<file path="src/rtl/braun_mult8_seq.sv">
// Sequential 8x8 unsigned multiplier built from one 4x4 array reused over four passes.
// Partial products are shifted and accumulated into a 16-bit result.

module braun_multiplier (
    input  logic [3:0] a,
    input  logic [3:0] b,
    output logic [7:0] p
);

    logic [7:0] sum_s;

    // Row-by-row array: each multiplier bit adds its AND row at its weight
    always_comb begin
        sum_s = {4'b0000, a & {4{b[0]}}};
        for (int i = 1; i < 4; i++) begin
            sum_s = sum_s + ({4'b0000, a & {4{b[i]}}} << i);
        end
        p = sum_s;
    end

endmodule

module braun_mult8_seq #(
    parameter bit REG_PP = 1'b0
) (
    input  logic        clk,
    input  logic        rst_n,
    input  logic        in_valid,
    output logic        in_ready,
    input  logic [7:0]  a,
    input  logic [7:0]  b,
    output logic        out_valid,
    input  logic        out_ready,
    output logic [15:0] p,
    output logic        busy
);

    typedef enum logic [1:0] {
        ST_IDLE = 2'd0,
        ST_MUL  = 2'd1,
        ST_WAIT = 2'd2,
        ST_DONE = 2'd3
    } state_t;

    state_t      state_r, state_n;
    logic [7:0]  a_r, b_r;
    logic [15:0] acc_r, acc_n;
    logic [1:0]  pass_r, pass_n;
    logic [7:0]  pp_r;
    logic        in_ready_r, out_valid_r, busy_r;

    logic [3:0]  op_a_s, op_b_s;
    logic [7:0]  pp_s, pp_sel_s;
    logic [15:0] shifted_s;
    logic        load_s, pp_load_s;

    // Cross terms (aL*bH, aH*bL) sit at weight 4, the high*high term at weight 8
    function automatic logic [3:0] pass_shift(input logic [1:0] pass);
        return {1'b0, pass[0] & pass[1], pass[0] ^ pass[1], 1'b0} << 1;
    endfunction

    assign op_a_s    = pass_r[1] ? a_r[7:4] : a_r[3:0];
    assign op_b_s    = pass_r[0] ? b_r[7:4] : b_r[3:0];
    assign pp_sel_s  = REG_PP ? pp_r : pp_s;
    assign shifted_s = {8'h00, pp_sel_s} << pass_shift(pass_r);

    braun_multiplier u_array (
        .a (op_a_s),
        .b (op_b_s),
        .p (pp_s)
    );

    // Next-state, accumulate and pass sequencing
    always_comb begin
        state_n   = state_r;
        acc_n     = acc_r;
        pass_n    = pass_r;
        load_s    = 1'b0;
        pp_load_s = 1'b0;
        case (state_r)
            ST_IDLE: begin
                if (in_valid && in_ready_r) begin
                    load_s  = 1'b1;
                    acc_n   = 16'h0000;
                    pass_n  = 2'd0;
                    state_n = ST_MUL;
                end else begin
                    state_n = ST_IDLE;
                end
            end
            ST_MUL, ST_WAIT: begin
                if (REG_PP && (state_r == ST_MUL)) begin
                    pp_load_s = 1'b1;
                    state_n   = ST_WAIT;
                end else begin
                    acc_n = acc_r + shifted_s;
                    if (pass_r == 2'd3) begin
                        state_n = ST_DONE;
                    end else begin
                        pass_n  = pass_r + 2'd1;
                        state_n = ST_MUL;
                    end
                end
            end
            ST_DONE: begin
                if (out_ready) begin
                    state_n = ST_IDLE;
                end else begin
                    state_n = ST_DONE;
                end
            end
            default: begin
                state_n = ST_IDLE;
            end
        endcase
    end

    // State, datapath and registered handshake outputs
    always_ff @(posedge clk or negedge rst_n) begin
        if (!rst_n) begin
            state_r     <= ST_IDLE;
            a_r         <= 8'h00;
            b_r         <= 8'h00;
            acc_r       <= 16'h0000;
            pass_r      <= 2'd0;
            pp_r        <= 8'h00;
            in_ready_r  <= 1'b0;
            out_valid_r <= 1'b0;
            busy_r      <= 1'b0;
        end else begin
            state_r     <= state_n;
            acc_r       <= acc_n;
            pass_r      <= pass_n;
            in_ready_r  <= (state_n == ST_IDLE);
            out_valid_r <= (state_n == ST_DONE);
            busy_r      <= (state_n != ST_IDLE);
            if (load_s) begin
                a_r <= a;
                b_r <= b;
            end else begin
                a_r <= a_r;
                b_r <= b_r;
            end
            if (pp_load_s) begin
                pp_r <= pp_s;
            end else begin
                pp_r <= pp_r;
            end
        end
    end

    assign in_ready  = in_ready_r;
    assign out_valid = out_valid_r;
    assign busy      = busy_r;
    assign p         = acc_r;

endmodule

</file>
<file path="config.mk">
export PLATFORM = sky130hd
export DESIGN_NAME = braun_mult8_seq
export DESIGN_NICKNAME = d
export VERILOG_FILES = /design/src/rtl/braun_mult8_seq.sv
export SDC_FILE = /design/constraint.sdc
export NUM_CORES = 1
export LEC_CHECK = 0
export ABC_AREA = 0
export BUFFER_PORTS_ARGS = -buffer_cell sky130_fd_sc_hd__buf_2
export CAP_MARGIN = 20
export CORE_MARGIN = 2
export CORE_UTILIZATION = 40
export DETAILED_ROUTE_END_ITERATION = 8
export GPL_ROUTABILITY_DRIVEN = 0
export HOLD_SLACK_MARGIN = 0.06
export PLACE_DENSITY = 0.72
export SYNTH_ARGS = -nofsm -noshare
export SYNTH_HDL_FRONTEND = slang
export SYNTH_SLANG_ARGS = --single-unit
export TNS_END_PERCENT = 5
</file>
<file path="constraint.sdc">
create_clock -name clk -period 5.5 [get_ports clk]
set_input_delay 0.275 -clock clk [delete_from_list [all_inputs] [get_ports clk]]
set_output_delay 0.275 -clock clk [all_outputs]
set_load 0.01 [all_outputs]
</file>
==> reports/metrics.csv, run 1 <==
stage,metric,value,unit
synth,synth_top_flop_cell,dfrtp_1,
clocking,cts_tree,built,
clocking,htree_levels,2,
finish,finalNonFillerCells,467,
clocking,cts.sinks,39,
critical_path,crit_arrival,5.56,ns
sta,finalMaxSlewViolations,0,
synth,synthCells,328,
sta,fin_crit_sh,97.7,%
sta,period_needed,5.37,ns
synth,async_flop_share,100,%
synth,synth_top_cell_area_share,33.0,%
die,core,7210,µm²
synth,yosys.cell_types.count,47,
worst_hold_path,hold_class,in -> async,
detailed_routing,viasPerCell,5.50,
grt,gr-total-overflow,0,
clocking,numCtsBuffers,5,
synth,synth_area_leaders,"dfrtp_1, ha_1, mux2_2, nand2_1, a21oi_1",
die,fp.dieW,90.0,µm
critical_path,critPathMaxStageDelay,0.54,ns
sta,clock_skew,0.00985,ns
run,max_cap_viol_count,0,
sta,whs,0.0758,ns
detailed_routing,num_vias,2570,
finish,syn_to_final_growth,18.0,%
synth,synth-seq-cells,39,
grt,grt_pass1_wl,11.3,mm
critical_path,worstPathRequired,5.68,ns
die,dieArea,8110,µm²
critical_path,worstPathCellList,mux2i_1 -> buf_4 -> nor2_2 -> ha_1 -> a21o_1 -> a21oi_2 -> xor2_2 -> fa_1 -> inv_1 -> ha_1 -> a21o_1 -> a21oi_2 -> xor2_1 -> nor2_1 -> a21oi_2 -> nor2_1 -> ha_1 -> and4_2 -> a221o_1 -> or3_1 -> and2_0 -> a221o_1,
grt,antenna_found_initial,0,
sta,relSlewSlack,31.0,%
critical_path,crit_fanout,7,
synth,synth_edf_count,0,
critical_path,startpoint_type,flip-flop,
finish,drive_above_1_share,25.5,%
die,pin_count,39,
critical_path,r2r_slack,0.13,ns
placement,port_buffers,38,
synth,synth_seq_area_share,33.0,%
detailed_routing,ant_nets,0,
detailed_routing,drt_wl_total,6.91,mm
finish,fillers,704,
detailed_routing,wl_per_cell,14.8,µm
sta,fmax,186,MHz
clocking,root_buffer,clkbuf_8,
finish,area.sequential,978,µm²
grt,grt_pass1_vias,2386,
synth,yosysMostFrequentCell,nand2_1,
synth,synth_top_area_cell,dfrtp_1,
die,start_util,41.1,%
detailed_routing,drtIter0Drc,167,
sta,finalSetupViolations,0,
critical_path,critical_path_class,reg -> reg,
critical_path,worst_path_max_delay_cell,fa_1,
finish,multi_input_area,1940,µm²
sta,hold_viol,0,
finish,diodes,0,
detailed_routing,drcViolationCount,0,
sta,worst_slew_pin_slew,1.03,ns
synth,syn_area_per_cell,9.03,µm²
synth,postSynthNetCount,381,
clocking,cts_buffer_depth,2,
finish,layout.nets,420,
placement,place_hpwl,5.14,mm
placement,dp.cells,455,
sta,setup-tns-final,0,ns
detailed_routing,first_pass_iters,5,
die,rows,31,
critical_path,cp-end-kind,flip-flop,
grt,grt_max_degree,40,
synth,ys_top_cells_by_count,"nand2_1, dfrtp_1, ha_1",
grt,globalRouteTotalUtil,17.1,%
die,die_height,90.0,µm
outcome,status,completed,
clocking,cts.clk_slew.worst_paths,0.09,ns
synth,syn_area,2960,µm²
synth,synth-warning-count,0,
clocking,clock_latency,0.30,ns
## critical path, delay by kind of cell, from the launching register on
family,cells,cell delay [ns]
compound gates,7,1.47
fa+ha+maj,4,1.47
buf+inv,2,0.23
xor+xnor,2,0.38
mux,1,0.23
simple gates,6,1.02
flops,1,0.47
## kinds of logic (layout without fill, tap and decap cells)
logic type,Yosys count,count (layout),share of synthesized area (%)
buf+inv,32,72,4.10
compound gates,81,81,17.7
simple gates,102,102,15.6
flops,39,39,33.0
fa+ha+maj,33,33,15.5
mux,28,28,10.3
xor+xnor,13,13,3.84
## metrics by stage
stage / setup slack (ns) / util (%) / area, µm²
after floorplan: 0.160 / - / 2960
after detailed placement: -0.0116 / 45.0 / 3250
final: 0.126 / 48.4 / 3490
after global placement: 0.142 / 45.0 / 3250
after global routing: -0.0921 / 48.4 / 3490
after CTS: 0.0173 / 47.0 / 3390
## per-layer routing
layer  global-route usage (%)  vias up  share of wire, %
met5                        0        -                 0
met1                     24.3     1211                45
met3                     3.69        8               7.3
li1                         -     1245                 -
met2                     25.9      106                46
met4                     5.38        0               1.1
## registers in the layout, indices dropped and copies added (netlist names)
register and flops:
pass_r 2, out_valid 1, state_r 2, p 16
b_r 8, a_r 8, in_ready 1, busy 1
## worst paths after layout
check,start,endpoint,cells after the start
setup / recovery,pass_r[0],p[15],22
hold / removal,rst_n,p[11],1
setup reg to reg,pass_r[0],p[15],22
hold reg to reg,b_r[7],b_r[7],1
max in group asynchronous,rst_n,pass_r[0],1
min in group clk,a[6],a_r[6],2
## cells in the final DEF, fill, tap and decap left out, types with 4 or more instances in the layout
master / netlist / layout
a21o_1: 9 / 9
dfrtp_1: 39 / 37
xnor2_1: 8 / 7
buf_2: 1 / 38
a21oi_2: 0 / 4
o21ai_0: 14 / 12
xor2_1: 5 / 4
mux2_2: 20 / 20
fa_1: 6 / 4
clkbuf_8: 0 / 5
ha_1: 27 / 25
o21ai_1: 3 / 4
and2_1: 5 / 5
mux2i_1: 8 / 6
o211ai_1: 4 / 4
inv_1: 19 / 18
o31ai_1: 6 / 6
nor3_1: 5 / 5
nor2_1: 26 / 24
buf_4: 0 / 7
nand2_1: 40 / 40
a21oi_1: 25 / 21
nand3_1: 9 / 9
## area by class of cell
cell class | instances | area share [%]
clock buffer | 5 | 1.97
inverter | 19 | 2.04
tap | 99 | 3.55
timing repair buffer | 45 | 6.95
multi-input combinational | 257 | 55.6
clock inverter | 3 | 1.93
sequential | 39 | 28.0
## what timing repair did
item | 4_1_cts | 5_1_grt
gates resized for setup | 1 | 22
setup endpoints to repair | 1 | 5
buffers inserted | 0 | 4
hold endpoints to repair | 0 | 0
gates cloned | 0 | 0
pin swaps | 0 | 5
hold buffers | 0 | 0
Power of run 1 is not shown: default switching activity piles up to over one toggle a cycle in this logic, so the estimate is an artifact.
==> run 2: changes to the inputs <==
Settings changed: CELL_PAD_IN_SITES_DETAIL_PLACEMENT set to 0, CELL_PAD_IN_SITES_GLOBAL_PLACEMENT set to 1, PLACE_DENSITY 0.72 to 0.87.
==> reports/metrics.csv, run 2 (synthesis gave the netlist of run 1 again) <==
stage,metric,value,unit,change
critical_path,critPathMaxStageDelay,0.54,ns,about the same
grt,grt_use_met2,27.2,%,+1.3 points
finish,final_cell_mix,"nand2_1, buf_2, dfrtp_1",,
clocking,cts_tree,built,,
sta,fin_crit_sh,96.5,%,-1.2 points
placement,place_hpwl,5.24,mm,+1.9%
clocking,root_buffer,clkbuf_8,,
sta,fmax,188,MHz,+1.2%
outcome,status,completed,,
placement,dpl_cell_area,3260,µm²,+0.23%
sta,period_needed,5.31,ns,-0.0648 ns
sta,worst_slew_pin_slew,1.02,ns,-0.0151 ns
critical_path,startpoint_type,flip-flop,,
critical_path,timing.critical_path.buf_inv,2,,unchanged
die,rows,31,,unchanged
detailed_routing,drtIter0Drc,113,,-32%
finish,syn_to_final_growth,20.7,%,
grt,grt_pass1_wl,11.4,mm,+0.79%
die,dieArea,8110,µm²,unchanged
clocking,cts_buffer_depth,2,,unchanged
die,start_util,41.1,%,unchanged
finish,final_common_cell,nand2_1,,
sta,relSlewSlack,32.0,%,+1.0 points
grt,grt_max_degree,40,,unchanged
detailed_routing,drt_wl_total,7.07,mm,+2.3%
clocking,hold_buffers,0,,unchanged
detailed_routing,drcViolationCount,0,,unchanged
sta,clock_skew,0.0106,ns,+0.000755 ns
critical_path,cp_top_family,adder cells,,
grt,grt_util_met1,24.2,%,-0.15 points
detailed_routing,first_pass_iters,4,,-1
clocking,htree_levels,2,,unchanged
critical_path,crit_fanout,6,,-1
grt,grt_use_met3,2.60,%,-1.1 points
finish,layout.nets,425,,+1.2%
detailed_routing,wl_per_cell,15.0,µm,+1.2%
sta,finalMaxSlewViolations,0,,unchanged
grt,antenna_found_initial,0,,unchanged
run,max_cap_viol_count,0,,unchanged
sta,hold_viol,0,,unchanged
clocking,numCtsBuffers,5,,unchanged
worst_hold_path,hold_class,in -> async,,
finish,diodes,0,,unchanged
grt,grt_pass1_vias,2365,,-0.88%
grt,gr-total-overflow,0,,unchanged
detailed_routing,viasPerCell,5.46,,-0.87%
detailed_routing,num_vias,2575,,+0.19%
die,die_height,90.0,µm,unchanged
finish,final_area,3570,µm²,+2.3%
die,pin_count,39,,unchanged
grt,top_usage_layer,met2,,
critical_path,worst_path_max_delay_cell,fa_1,,
sta,finalSetupViolations,0,,unchanged
critical_path,worstPathCellList,buf_4 -> mux2i_4 -> nor2_1 -> ha_1 -> a21oi_1 -> or3_1 -> fa_1 -> inv_1 -> ha_1 -> a21oi_1 -> xor2_1 -> nor2_1 -> a21oi_2 -> nor2_1 -> ha_1 -> and4_2 -> a221o_1 -> or3_1 -> and2_0 -> a221o_1,,
die,fp.dieW,90.0,µm,unchanged
finish,largest_register_ffs,16,,unchanged
finish,drive_above_1_share,27.1,%,+1.5 points
detailed_routing,ant_nets,0,,unchanged
critical_path,r2r_slack,0.19,ns,+0.06 ns
critical_path,cp-end-kind,flip-flop,,
clocking,clock_latency,0.30,ns,about the same
critical_path,crit_arrival,5.50,ns,-0.06 ns
clocking,cts.clk_slew.worst_paths,0.09,ns,about the same
die,core,7210,µm²,unchanged
grt,globalRouteTotalUtil,17.0,%,-0.033 points
clocking,cts.sinks,39,,unchanged
critical_path,worstPathRequired,5.69,ns,about the same
placement,port_buffers,38,,unchanged
critical_path,critical_path_class,reg -> reg,,
run 2: what timing repair did:
item                       4_1_cts  5_1_grt
resized for setup                4       26
gates cloned                     0        0
hold endpoints to repair         0        0
setup endpoints to repair        2        5
buffers inserted                 0        8
pin swaps                        0        4
run 2: worst paths after layout:
path / start / endpoint / cells past startpoint
setup / recovery: pass_r[1] / p[15] / 20
hold / removal: rst_n / p[10] / 1
setup reg to reg: pass_r[1] / p[15] / 20
hold reg to reg: b_r[2] / b_r[2] / 1
max in group asynchronous: rst_n / pass_r[1] / 1
min in group clk: a[5] / a_r[5] / 2
run 2: final cells by class:
| type | instances | area [µm²] |
|---|---|---|
| clock inverter | 2 | 38.8 |
| tap | 99 | 124 |
| multi-input combinational | 257 | 2000 |
| fill | 690 | 3640 |
| clock buffer | 6 | 82.6 |
| sequential | 39 | 978 |
| inverter | 19 | 71.3 |
| timing repair buffer | 50 | 280 |
run 2: metrics by stage:
| step | cells | util [%] | setup WS (ns) | TNS (ns) | hold WS (ns) |
|---|---|---|---|---|---|
| final | 472 | 49.5 | 0.191 | 0 | 0.0888 |
| after global routing | 472 | 49.5 | -0.0505 | -0.0505 | 0.179 |
| after CTS | 464 | 47.0 | 0.00202 | 0 | 0.129 |
| after detailed placement | 456 | 45.1 | -0.0620 | -0.0895 | 0.456 |
| after global placement | 456 | 45.1 | 0.0189 | 0 | 0.437 |
| after floorplan | 328 | - | 0.160 | 0 | -0.0206 |
run 2: layer usage:
metal | wire (µm) | part of all wire, % | vias to the layer above
met4 | 99 | 1.4 | 0
met3 | 348 | 4.9 | 11
li1 | - | - | 1257
met5 | 0 | 0 | -
met1 | 3260 | 46 | 1230
met2 | 3360 | 48 | 77
Power of run 2 is left out for the same reason.
